[config.mk]
export PLATFORM = sky130hd
export DESIGN_NAME = weight_mem_sequencer
export DESIGN_NICKNAME = d
export VERILOG_FILES = /design/src/rtl/weight_mem_sequencer.sv
export SDC_FILE = /design/constraint.sdc
export NUM_CORES = 1
export LEC_CHECK = 0
export ABC_AREA = 1
export CORE_MARGIN = 3
export CORE_UTILIZATION = 37
export DETAILED_ROUTE_END_ITERATION = 10
export GPL_TIMING_DRIVEN = 0
export PLACE_DENSITY = 0.83
export SYNTH_ARGS = -nofsm -noshare
export SYNTH_HDL_FRONTEND = slang
export SYNTH_SLANG_ARGS = --single-unit
[constraint.sdc]
create_clock -name clk -period 2.6 [get_ports clk]
set_input_delay 0.52 -clock clk [delete_from_list [all_inputs] [get_ports clk]]
set_output_delay 0.52 -clock clk [all_outputs]
set_load 0.05 [all_outputs]
[src/rtl/weight_mem_sequencer.sv]
`timescale 1ns/1ps
`default_nettype none
// ============================================================================
// weight_mem_sequencer : load/read sequencer for the signed weight memory
// Rev 1.0
// ============================================================================
module weight_mem_sequencer #(
  parameter int DEPTH = 30,
  parameter int DW    = 9,
  parameter int AW    = 5
) (
  input  logic          clk,
  input  logic          rst_n,
  input  logic          load_start,
  input  logic          wr_valid,
  input  logic [DW-1:0] wr_data,
  output logic          wr_ready,
  output logic          load_done,
  input  logic          rd_start,
  output logic          rd_valid,
  output logic [DW-1:0] rd_data,
  output logic          rd_last,
  output logic          busy,
  output logic [AW-1:0] mem_addr,
  output logic          mem_write,
  output logic          mem_read,
  output logic [DW-1:0] mem_datain,
  input  logic [DW-1:0] mem_dataout
);

  typedef enum logic [1:0] {
    IDLE  = 2'd0,
    LOAD  = 2'd1,
    READ  = 2'd2,
    DRAIN = 2'd3
  } state_t;

  localparam logic [AW-1:0] LAST_ADDR = AW'(DEPTH - 1);

  state_t        state;
  logic [AW-1:0] cnt;

  always_ff @(posedge clk or negedge rst_n) begin
    if (!rst_n) begin
      state     <= IDLE;
      cnt       <= '0;
      load_done <= 1'b0;
      rd_valid  <= 1'b0;
      rd_last   <= 1'b0;
    end else begin
      load_done <= 1'b0;
      // Memory read data appears one cycle after the issue, so valid/last track it.
      rd_valid  <= (state == READ);
      rd_last   <= (state == READ) && (cnt == LAST_ADDR);
      case (state)
        IDLE: begin
          cnt <= '0;
          if (load_start)    state <= LOAD;
          else if (rd_start) state <= READ;
        end
        LOAD: begin
          if (wr_valid) begin
            if (cnt == LAST_ADDR) begin
              state     <= IDLE;
              cnt       <= '0;
              load_done <= 1'b1;
            end else begin
              cnt <= cnt + AW'(1);
            end
          end
        end
        READ: begin
          if (cnt == LAST_ADDR) begin
            state <= DRAIN;
            cnt   <= '0;
          end else begin
            cnt <= cnt + AW'(1);
          end
        end
        DRAIN: state <= IDLE;
        default: begin
          state <= IDLE;
          cnt   <= '0;
        end
      endcase
    end
  end

  assign wr_ready   = (state == LOAD);
  assign busy       = (state != IDLE);
  assign mem_read   = (state == READ);
  assign mem_write  = wr_ready && wr_valid;
  assign mem_addr   = (mem_read || mem_write) ? cnt : '0;
  assign mem_datain = mem_write ? wr_data : '0;
  assign rd_data    = mem_dataout;

endmodule
`default_nettype wire

==> results of run 1 <==
-- where the power goes --
group,total (mW),switching (mW),internal [mW]
sequential,0.228,0.0365,0.192
clock,0.102,0.0487,0.0533
combinational,0.668,0.458,0.211
total,0.999,0.543,0.456
-- final cells by class --
| type | count | area [sq um] |
|---|---|---|
| Buffer | 10 | 71.3 |
| Tap cell | 25 | 31.3 |
| Clock buffer | 3 | 22.5 |
| Multi-Input combinational cell | 72 | 349 |
| Fill cell | 176 | 632 |
| Timing Repair Buffer | 43 | 393 |
| Sequential cell | 10 | 250 |
| Inverter | 24 | 90.1 |
-- synth_stat cells --
master and instances:
nand4_1 2, nand2_1 31, a21oi_1 1, nand2_2 1, o21ai_2 1, o21a_1 1, o21ai_0 2, dfrtp_1 10
inv_1 24, clkbuf_1 1, buf_4 9, nand3_1 5, ha_1 6, nor2_1 22
-- cells by family (layout without fill, tap and decap cells) --
logic type                 Yosys count  after routing
adders and majority gates            6              6
AOI/OAI and AO/OA                    5              5
DFF                                 10             10
buffers and inverters               34             80
and+or+nand+nor                     61             61
-- how the worst min path moves through the flow --
stage / start / to / slack [ns] / depth (start not counted)
floorplan: rst_n / cnt[0] / 0.22 / 0
global placement: state[1] / state[1] / 0.51 / 2
detailed placement: state[1] / state[1] / 0.52 / 2
CTS: state[1] / state[1] / 0.54 / 2
global route: state[1] / state[1] / 0.57 / 2
finish: state[1] / state[1] / 0.53 / 2
-- layout by cell type (no fill, tap or decap), drive strengths merged --
master         count
a21oi              1
buf                9
clkbuf            10
clkdlybuf4s15      2
clkdlybuf4s50     29
dfrtp             10
dlygate4sd2        6
ha                 6
inv               24
nand2             32
nand3              5
nand4              2
nor2              22
o21a               1
o21ai              3
-- sequential cells by signal (all words and copies together), names as in the netlist --
signal     flops
rd_valid       1
state          2
load_done      1
cnt            5
rd_last        1
-- through the flow --
step           instance area, sq um  TNS [ns]  worst slack (ns)
5_1_grt                        1210         0          0.000802
2_1_floorplan                   761     -1.02            -0.204
6_report                       1210         0             0.104
3_5_place_dp                   1220     -2.51            -0.229
3_3_place_gp                   1220     -2.11            -0.167
4_1_cts                        1230         0            0.0476
-- routing by layer --
layer	global-route usage [%]	wire (um)	part of all wire, %
met2	31.5	1010	50
met1	15.5	755	37
met4	3.93	23	1.1
met5	0	0	0
met3	5.83	238	12
-- worst register-to-register path: stages (launching register included) --
cell	delay (ns)
dfrtp_1	0.38
inv_1	0.07
ha_1	0.22
inv_1	0.09
nor2_1	0.04
a21oi_1	0.20
nand2_1	0.10
nand2_1	0.06
nand2_1	0.05
-- timing repair --
item | CTS | global route
gates cloned | 0 | 0
endpoints found under the setup margin | 14 | 8
gates resized for setup | 14 | 14
==> flow_summary.toml, run 1 <==
[grt]
overflow = 0
grt_pass1_vias = 801
grt_max_degree = 11
gr-usage-all-layers_pct = 16.0
antenna_found_initial = 0
grt_pass1_wl_um = 3260

[setup_path]
crit_fanout = 10
crit_type = "input port to output port"
worstPathRequired_ns = 2.08
crit_chain = "clkdlybuf4s50_1, nand2_1, clkbuf_1, nor2_1, clkdlybuf4s15_1"
cp.buffers_inverters = 3
crit_end = "mem_datain[0]"
slowest_delay_ns = 0.52
rr_startpoint = "state[1]"
endpoint_kind = "output port"
cp.depth = 5
r2r-end = "state[0]"
cp_data_arrival_time_ns = 1.98
cp-start-kind = "input port"
critPathSlowestCell = "clkdlybuf4s15_1"
r2r_cells = 8
worstSetupStartpoint = "wr_valid"
r2r_slack_ns = 1.27
cp_top_family = "buffers and inverters"

[route]
drtIter0Drc = 3
wirelength_um = 2030
ant_nets = 0
wire_per_inst_um = 10.9
drc = 0
dr_total_vias = 830
viasPerCell = 4.44
firstDrtPassIters = 4

[die]
pin_count = 53
die_area_sq_mm = 0.00264
die-height_um = 51.3
rows = 15
dieWidth_um = 51.3
start_util_pct = 41.4
core_area_sq_mm = 0.00184

[power_and_ir_drop]
p_leak_nw = 0.682
ir_drop_mv = 0.565
total_power_mw = 0.999
p_per_area_mw_per_mm2 = 827

[sta]
fin_worst_skew_ns = 0.000972
maxSlewHeadroom_pct = 66.3
slew_viol_final = 0
final-setup-viol-count = 0
fin_crit_sh_pct = 96.0
max_freq_mhz = 401
rsz0062_at_grt = "no"
fin_crit_ns = 2.50
worst-slew-pin-transition_ns = 0.503
holdWs_ns = 0.532
hold_violations = 0

[cells_and_area]
area_growth_syn_to_layout_pct = 58.7
nets = 193
drive_gt1_share_pct = 12.3
finish.utilization_pct = 65.6
num_antenna_cells = 0
final_cells = 187

[min_path]
hold_path_class = "flip-flop to flip-flop"

[place]
dp_hpwl_um = 1720
place_inst = 184
port_buffers = 43
gp_congestion = 0.764

[synth]
ys_types = 14
synthTopCellsByArea = "dfrtp_1 (33%), nand2_1 (15%), inv_1 (12%)"
synth_mux_area_share_pct = 0
syn_area_per_cell_sq_um = 6.56
yosysSeqAreaShare_pct = 32.9
synth_top_area_share_pct = 32.9
synth_compound_area_share_pct = 4.11
synth_area_sq_um = 761
synth_top_family_by_area = "simple AND/OR/NAND/NOR gates"
ys_seq_elements = 10
synthAdderAreaFrac_pct = 9.87
synthSimpleGateAreaFrac_pct = 31.9
synth_xor_area_share_pct = 0
yosys_warnings = 0
postSynthNetCount = 145
syn_inst = 116
synth_top_area_cell = "dfrtp_1"

[clocking]
clk_pin_slew_ns = 0.06
clock-root-buffer = "clkbuf_4"
htree_num_levels = 1
postCtsHoldBufs = 0
postCtsSetupRepairBufs = 0
cts_buffers = 3
clk_latency_ns = 0.26
cts_tree = "built"
clockBufferDepth = 2
cts.sinks = 10

[flow_run]
drv_cap = 0

[status]
status = "complete, no violations"
(Power assumes the default switching activity.)
==> run 2: changes to the inputs <==
CAP_MARGIN = 20   (was default)
==> results of run 2 <==
No change in the layout: final DEF, timing and power equal those of run 1.
==> run 3: changes to the inputs <==
CORE_MARGIN = 2   (was 3)
GPL_TIMING_DRIVEN = default   (was 0)
==> flow_summary.toml, run 3 (synthesis results as in run 1) <==
[status]
status = "complete, no violations"

[sta]
max_freq_mhz = 414
rsz0062_at_grt = "no"
worst-slew-pin-transition_ns = 0.502
holdWs_ns = 0.540
hold_violations = 0
final-setup-viol-count = 0
slew_viol_final = 0
fin_worst_skew_ns = 0.00407
setup_tns_ns = 0
fin_crit_sh_pct = 92.8
maxSlewHeadroom_pct = 66.4
fin_crit_ns = 2.41
setup_ws_ns = 0.187

[grt]
gr-usage-all-layers_pct = 19.3
grt_pass1_wl_um = 3560
overflow = 0
grt_max_degree = 11
grt_pass1_vias = 781
antenna_found_initial = 0

[setup_path]
crit_fanout = 5
rr_startpoint = "state[1]"
crit_chain = "inv_1, ha_1, clkdlybuf4s50_1"
r2r_slack_ns = 1.20
worstSetupStartpoint = "state[0]"
endpoint_kind = "output port"
worstPathRequired_ns = 2.08
cp_data_arrival_time_ns = 1.89
r2r_cells = 7
cp-start-kind = "flip-flop"
slowest_delay_ns = 0.84
r2r-end = "cnt[4]"
critPathSlowestCell = "clkdlybuf4s50_1"
crit_end = "mem_read"
crit_type = "flip-flop to output port"

[clocking]
clockBufferDepth = 2
cts.sinks = 10
cts_buffers = 3
clock-root-buffer = "clkbuf_4"
htree_num_levels = 1
cts_resized = 0
postCtsHoldBufs = 0
cts_tree = "built"
clk_pin_slew_ns = 0.07
clk_latency_ns = 0.27
postCtsSetupRepairBufs = 0

[place]
dp_hpwl_um = 1720
gp_congestion = 0.839
dpl_worst_slack_ns = 0.345
port_buffers = 34

[cells_and_area]
nets = 175
drive_gt1_share_pct = 15.2
fillCellCount = 179
num_antenna_cells = 0
final_common_cell = "nand2_1"
largest_reg_flops = 5
final_cell_mix = "nand2_1 (31), inv_1 (24), nor2_1 (22), clkdlybuf4s50_1 (19), buf_12 (15)"
area_growth_syn_to_layout_pct = 65.3
biggestRegsByFlops = "cnt (5), state (2)"
regMostFlops = "cnt"

[die]
core_area_sq_mm = 0.00194
start_util_pct = 39.2
rows = 16
die-height_um = 49.3
pin_count = 53
die_area_sq_mm = 0.00243
dieWidth_um = 49.3

[route]
dr_total_vias = 775
drc = 0
viasPerCell = 4.51
wire_per_inst_um = 12.4
wirelength_um = 2130
ant_nets = 0
firstDrtPassIters = 4
drtIter0Drc = 26

[power_and_ir_drop]
p_leak_nw = 0.649
p_per_area_mw_per_mm2 = 873
ir_drop_mv = 0.443

[min_path]
hold_path_class = "flip-flop to flip-flop"

[flow_run]
drv_cap = 0
-- run 3: stage by stage --
step / cell area, sq um / total power, mW / util [%] / cells
2_1_floorplan: 761 / 0.716 / - / 116
3_3_place_gp: 1220 / 0.935 / 62.9 / 168
3_5_place_dp: 1220 / 0.963 / 62.9 / 168
4_1_cts: 1260 / 1.11 / 64.8 / 172
5_1_grt: 1260 / 1.17 / 64.8 / 172
6_report: 1260 / 1.10 / 64.8 / 172
-- run 3: layout make-up --
| type | count | area [sq um] | share of cell area, % |
|---|---|---|---|
| Clock buffer | 4 | 36.3 | 2.89 |
| Inverter | 24 | 90.1 | 7.16 |
| Multi-Input combinational cell | 72 | 349 | 27.8 |
| Sequential cell | 10 | 250 | 19.9 |
| Tap cell | 27 | 33.8 | 2.69 |
| Timing Repair Buffer | 35 | 498 | 39.6 |
-- run 3: how the worst min path moves through the flow --
stage,depth (start not counted),slack (ns),end,startpoint
final,2,0.54,state[0],state[0]
after CTS,2,0.54,state[0],state[0]
after global routing,2,0.60,state[1],state[1]
after floorplan,0,0.22,cnt[0],rst_n
after detailed placement,2,0.53,state[0],state[0]
after global placement,2,0.51,cnt[4],cnt[4]
-- run 3: metal layers --
layer	vias up	GRT usage (%)	part of all wire [%]
li1	390	-	-
met1	353	21.5	38
met2	24	33.6	54
met3	8	5.21	6.0
met4	0	9.05	2.3
met5	-	0	0
-- run 3: worst max-delay path: cells and delay by family, from the launching register on --
kind	cells	cell delay (ns)
buf+inv	2	0.95
flops	1	0.41
fa+ha+maj	1	0.26
-- run 3: where the power goes --
part           switching, mW  internal, mW
Sequential            0.0382         0.192
Clock                 0.0557        0.0852
Combinational          0.455         0.272
